### config.mk
export PLATFORM = sky130hd
export DESIGN_NAME = adder_pipe_flat
export DESIGN_NICKNAME = d
export VERILOG_FILES = /design/src/rtl/adder_pkg.sv /design/src/rtl/adder_pipe_if.sv /design/src/rtl/adder_slice.sv /design/src/rtl/adder_pipe.sv /design/src/flat_wrapper.sv
export SDC_FILE = /design/constraint.sdc
export NUM_CORES = 1
export LEC_CHECK = 0
export BUFFER_PORTS_ARGS = -buffer_cell sky130_fd_sc_hd__buf_4
export CORE_MARGIN = 2
export CORE_UTILIZATION = 50
export CTS_BUF_LIST = sky130_fd_sc_hd__clkbuf_4
export DETAILED_ROUTE_END_ITERATION = 7
export PLACE_DENSITY = 0.83
export SYNTH_ARGS = -nofsm -noshare
export SYNTH_HDL_FRONTEND = slang
export SYNTH_SLANG_ARGS = --single-unit
### constraint.sdc
create_clock -name clk -period 7.5 [get_ports clk]
set_clock_uncertainty 0.1 [all_clocks]
set_input_delay 0.75 -clock clk [delete_from_list [all_inputs] [get_ports clk]]
set_output_delay 0.75 -clock clk [all_outputs]
set_load 0.05 [all_outputs]
### src/rtl/adder_pkg.sv
// Shared parameters and elaboration helpers for the pipelined adder.
package adder_pkg;

  localparam int unsigned DefaultWidth = 16;
  localparam int unsigned DefaultSlice = 4;

  // Number of pipeline stages; guarded so a bad SLICE reports an error instead of dividing by zero.
  function automatic int unsigned nstage(input int unsigned width, input int unsigned slice);
    return (slice == 0) ? 1 : width / slice;
  endfunction

endpackage

### src/rtl/adder_pipe_if.sv
// Operand/result handshake bundle for adder_pipe.
interface adder_pipe_if #(
  parameter int unsigned WIDTH = 16
);
  logic             in_valid;
  logic             in_ready;
  logic [WIDTH-1:0] a;
  logic [WIDTH-1:0] b;
  logic             cin;
  logic             out_valid;
  logic             out_ready;
  logic [WIDTH-1:0] s;
  logic             cout;
  logic             ovf;

  modport master (
    output in_valid, a, b, cin, out_ready,
    input  in_ready, out_valid, s, cout, ovf
  );

  modport slave (
    input  in_valid, a, b, cin, out_ready,
    output in_ready, out_valid, s, cout, ovf
  );
endinterface

### src/rtl/adder_slice.sv
// Combinational ripple-carry adder for one pipeline slice.
module adder_slice #(
  parameter int unsigned Width = 4
) (
  input  logic [Width-1:0] a,
  input  logic [Width-1:0] b,
  input  logic             ci,
  output logic [Width-1:0] s,
  output logic             co
);
  logic [Width:0] c;

  always_comb begin
    s    = '0;
    c    = '0;
    c[0] = ci;
    for (int i = 0; i < Width; i++) begin
      s[i]   = a[i] ^ b[i] ^ c[i];
      c[i+1] = (a[i] & b[i]) | (c[i] & (a[i] ^ b[i]));
    end
  end

  assign co = c[Width];
endmodule

### src/rtl/adder_pipe.sv
// Pipelined WIDTH-bit adder: one SLICE-bit chunk per stage, carry registered between stages,
// single global advance so the whole pipe stalls together under backpressure.
module adder_pipe
  import adder_pkg::*;
#(
  parameter int unsigned WIDTH = DefaultWidth,
  parameter int unsigned SLICE = DefaultSlice
) (
  input logic         clk,
  input logic         rst,
  adder_pipe_if.slave bus
);
  localparam int unsigned NSTAGE = nstage(WIDTH, SLICE);
  localparam int unsigned MSB    = WIDTH - 1;
  localparam int unsigned LAST   = NSTAGE - 1;

  if ((SLICE < 1) || ((WIDTH % SLICE) != 0)) begin : g_bad_params
    $error("adder_pipe: WIDTH (%0d) must be a multiple of a non-zero SLICE (%0d)", WIDTH, SLICE);
  end

  logic             adv;
  logic             valid_q [NSTAGE];
  logic             carry_q [NSTAGE];
  logic [WIDTH-1:0] sum_q   [NSTAGE];
  logic [WIDTH-1:0] a_q     [NSTAGE];
  logic [WIDTH-1:0] b_q     [NSTAGE];

  assign adv          = !valid_q[LAST] || bus.out_ready;
  assign bus.in_ready = adv;

  for (genvar k = 0; k < NSTAGE; k++) begin : g_stage
    logic             src_valid;
    logic             src_carry;
    logic [WIDTH-1:0] src_sum;
    logic [WIDTH-1:0] src_a;
    logic [WIDTH-1:0] src_b;
    logic [WIDTH-1:0] sum_nxt;
    logic [SLICE-1:0] slice_s;
    logic             slice_co;

    if (k == 0) begin : g_head
      assign src_valid = bus.in_valid;
      assign src_carry = bus.cin;
      assign src_sum   = '0;
      assign src_a     = bus.a;
      assign src_b     = bus.b;
    end else begin : g_body
      assign src_valid = valid_q[k-1];
      assign src_carry = carry_q[k-1];
      assign src_sum   = sum_q[k-1];
      assign src_a     = a_q[k-1];
      assign src_b     = b_q[k-1];
    end

    adder_slice #(
      .Width(SLICE)
    ) u_slice (
      .a (src_a[k*SLICE +: SLICE]),
      .b (src_b[k*SLICE +: SLICE]),
      .ci(src_carry),
      .s (slice_s),
      .co(slice_co)
    );

    always_comb begin
      sum_nxt                   = src_sum;
      sum_nxt[k*SLICE +: SLICE] = slice_s;
    end

    // Bubbles move with adv like real beats; data only loads for real beats to limit toggling.
    always_ff @(posedge clk) begin
      if (rst) begin
        valid_q[k] <= 1'b0;
        carry_q[k] <= 1'b0;
        sum_q[k]   <= '0;
        a_q[k]     <= '0;
        b_q[k]     <= '0;
      end else if (adv) begin
        valid_q[k] <= src_valid;
        if (src_valid) begin
          carry_q[k] <= slice_co;
          sum_q[k]   <= sum_nxt;
          a_q[k]     <= src_a;
          b_q[k]     <= src_b;
        end
      end
    end
  end

  assign bus.out_valid = valid_q[LAST];
  assign bus.s         = sum_q[LAST];
  assign bus.cout      = carry_q[LAST];
  // Operand MSBs travel with the beat so ovf never looks at live inputs.
  assign bus.ovf       = (a_q[LAST][MSB] == b_q[LAST][MSB]) && (sum_q[LAST][MSB] != a_q[LAST][MSB]);

  logic unused_ops;
  assign unused_ops = ^{a_q[LAST], b_q[LAST]};
endmodule
### src/flat_wrapper.sv
// flat-port wrapper written by rule: the top's interface ports become plain ports
module adder_pipe_flat import adder_pkg::*;
#(
  parameter int unsigned WIDTH = DefaultWidth,
  parameter int unsigned SLICE = DefaultSlice
)
  (clk, rst, bus_in_valid, bus_a, bus_b, bus_cin, bus_out_ready, bus_in_ready, bus_out_valid, bus_s, bus_cout, bus_ovf);
  adder_pipe_if #(.WIDTH(WIDTH)) bus_i ();
  input logic clk;
  input logic rst;
  input wire logic [$bits(bus_i.in_valid)-1:0] bus_in_valid;
  input wire logic [$bits(bus_i.a)-1:0] bus_a;
  input wire logic [$bits(bus_i.b)-1:0] bus_b;
  input wire logic [$bits(bus_i.cin)-1:0] bus_cin;
  input wire logic [$bits(bus_i.out_ready)-1:0] bus_out_ready;
  output wire logic [$bits(bus_i.in_ready)-1:0] bus_in_ready;
  output wire logic [$bits(bus_i.out_valid)-1:0] bus_out_valid;
  output wire logic [$bits(bus_i.s)-1:0] bus_s;
  output wire logic [$bits(bus_i.cout)-1:0] bus_cout;
  output wire logic [$bits(bus_i.ovf)-1:0] bus_ovf;
  assign bus_i.in_valid = bus_in_valid;
  assign bus_i.a = bus_a;
  assign bus_i.b = bus_b;
  assign bus_i.cin = bus_cin;
  assign bus_i.out_ready = bus_out_ready;
  assign bus_in_ready = bus_i.in_ready;
  assign bus_out_valid = bus_i.out_valid;
  assign bus_s = bus_i.s;
  assign bus_cout = bus_i.cout;
  assign bus_ovf = bus_i.ovf;
  adder_pipe #(.WIDTH(WIDTH), .SLICE(SLICE)) u_core (.clk(clk), .rst(rst), .bus(bus_i));
endmodule
==> results.md <==
* Status: completed
* Dpl ws at 4370 ps
* Critical path's slowest cell: buf_4
* Sequential area share after synthesis at 67.1%
* First-pass GRT wire length at 10600 µm
* PwrDens at 202 nW/µm²
* Final worst path period need at 3030 ps
* CTS tree: built
* Most used cell, CP: buf_4
* IO buf count at 56
* Placed Cells at 410
* Synth top area share at 67.1%
* Global-route usage over all layers at roughly 14%
* Switching part of the total at 23.8%
* Crit path arrival time at 2180 ps
* Syn Area/Cell at 16.4 µm²
* # resized after CTS at 0
* Critical path's top delay family: buffers and inverters
* Switching power at between 200 and 250 µW
* Syn nets at 320
* # rows at 34
* Power Internal at 755 µW
* Clk Latency, worst-skew pair at between 400 and 500 ps
* Drc violations at 0
* Relative slew slack at 23.9%
* Critical path class: in -> out
* CP max stage delay at about 800 ps
* Post-CTS Setup Repair Bufs at 0
* Startpoint Class: input pin
* Total of max-cap violations at 0
* Initial antenna violation count at 0
* Number of iterations in the first detailed-routing pass at 4
* Ant diodes at 0
* Root Driver: clkbuf_4
* Post-Syn Area at 4380 µm²
* RSZ-0062 raised after global routing: no
* Critical Path End Type: output pin
* Hold_ws at between 400 and 500 ps
* Total CTS buffers at 9
* Layout cells sized above 1 at 30.0%
* Io pins at 57
* Max VDD drop at 0.0000691 V
* Die H at 97.6 µm
* Hold Crit Class: reg -> reg
* Final worst slack at 4470 ps
* Final max-slew violation count at 0
* Cts hold-fix bufs at 0
* GR Overflow Total at 0
* Critical Path RT at 6650 ps
* Vias in the first global route at ~2300
* Clock Sink Count at 98
* Antenna-violating nets left at 0
* Leak pwr at 0.00178 µW
* Reg power frac at 65.7%
* Initial Util at around half
* Die W at between 90 and 100 µm
* Fin crit share at 40.4%
* Total die area at ~9500 µm²
* Final hold vios at 0
* DRT Wirelength at 6130 µm
* Drt via density at 5.14
* Final nets at roughly 370
* Synth unique cells at 18
* Critical path origin: bus_out_ready
* FF+latch count, synth at 98
* Worst-path maximum fanout at 100
* Maximum buffer depth of the clock tree at 2
* Initial DRC count at 150
* Max Fclk at 0.330 GHz
* Syn-to-layout area delta at 12.2%
* Hold path start: u_core.sum_q[0][2]$_SDFFCE_PN0P_
* Core ar. at 8590 µm²
* Post-synthesis cell count at approximately 270
* HPWL after detailed placement at ~4100 µm
* Slew @ Worst Pin at approximately 1100 ps
* Gpl congestion at about 0.74
* CP cell instances: buf_4 > nor2b_4 > buf_4 > inv_2 > buf_4
* Vias at about 2200
* Number of synthesis warnings at 0
* Ranking of synthesized cells by area: edfxtp_1 67%, nor3b_1 12%, fa_1 7.3%
* Clk slew on worst S/H paths at 130 ps
* Non-Filler Instances at 425
* Drt wl/cell at 14.4 µm
* Setup violators final at 0
* Sum of buffers and inverters on the critical path at 4
* Final TNS setup at 0 ps
* CTS HTree Levels at 3
* Worst R2R Start: u_core.valid_q[3]$_DFFE_PP_
* Clk pwr share at a little under a quarter
* Logic gate share of total power at 10.8%
* Largest net degree at the start of global routing at 101
* Post-synth top area cell: edfxtp_1
[power groups by stage]
| stage | Sequential (µW) | Combinational [µW] | Clock [µW] |
|---|---|---|---|
| 2_1_floorplan | 679 | 57.1 | 0 |
| 3_3_place_gp | 662 | 104 | 0 |
| 3_5_place_dp | 665 | 109 | 0 |
| 4_1_cts | 652 | 109 | 240 |
| 5_1_grt | 656 | 118 | 260 |
| 6_report | 652 | 107 | 233 |
[kinds of logic after synthesis]
group | after synthesis | synth area share, %
AOI/OAI and AO/OA | 5 | 0.828
adders and majority gates | 16 | 7.31
buffers and inverters | 42 | 5.02
DFF | 98 | 67.1
and+or+nand+nor | 106 | 19.7
[through the flow]
step	total power (µW)	utilization, %	instance area (µm²)
3_3_place_gp	767	56.0	4810
4_1_cts	1000	57.2	4920
2_1_floorplan	736	-	4380
3_5_place_dp	773	56.0	4810
5_1_grt	1030	57.2	4920
6_report	991	57.2	4920
[flip-flops by register name (all words and copies together) (netlist names)]
signal and cells:
u_core.sum_q 40, u_core.a_q 25, u_core.b_q 25, u_core.carry_q 4
u_core.valid_q 4
[path summary, 6_finish.rpt]
| path | slack, ps | endpoint | cells after the start |
|---|---|---|---|
| setup / recovery | 4470 | bus_in_ready | 5 |
| hold / removal | 490 | u_core.sum_q[1][2]$_SDFFCE_PN0P_ | 1 |
| setup reg to reg | 4850 | u_core.b_q[0][12]$_SDFFCE_PN0P_ | 4 |
| hold reg to reg | 490 | u_core.sum_q[1][2]$_SDFFCE_PN0P_ | 1 |
[layer usage]
metal	track usage (%)	routed length (µm)
met1	17.1	2500
met4	6.62	95
met2	23.6	3260
met5	0	0
met3	3.67	273
[placed cells by master (no fill, tap or decap)]
| cell | count |
|---|---|
| a21o_1 | 4 |
| buf_4 | 57 |
| clkbuf_4 | 10 |
| clkinv_2 | 2 |
| clkinvlp_4 | 3 |
| edfxtp_1 | 98 |
| fa_1 | 16 |
| inv_1 | 19 |
| inv_2 | 1 |
| nand2_1 | 1 |
| nand2b_1 | 4 |
| nand2b_4 | 2 |
| nor2_1 | 4 |
| nor2b_4 | 1 |
| nor3_1 | 5 |
| nor3_2 | 1 |
| nor3b_1 | 70 |
| nor3b_2 | 18 |
| o22ai_1 | 1 |
[cell usage after synthesis (all sizes together)]
cell type and instances:
edfxtp 98, nor3b 88, buf 22, inv 20, fa 16, nand2b 6, nor3 6, a21o 4
nor2 4, nand2 1, nor2b 1, o22ai 1
[final cells by class]
type	instances	area, µm²
timing repair buffer	57	428
sequential	98	2940
fill	667	3680
tap	108	135
clock buffer	10	75.1
multi-input combinational	127	1230
clock inverter	5	32.5
inverter	20	75.1
Power figures use the tool's default switching activity.
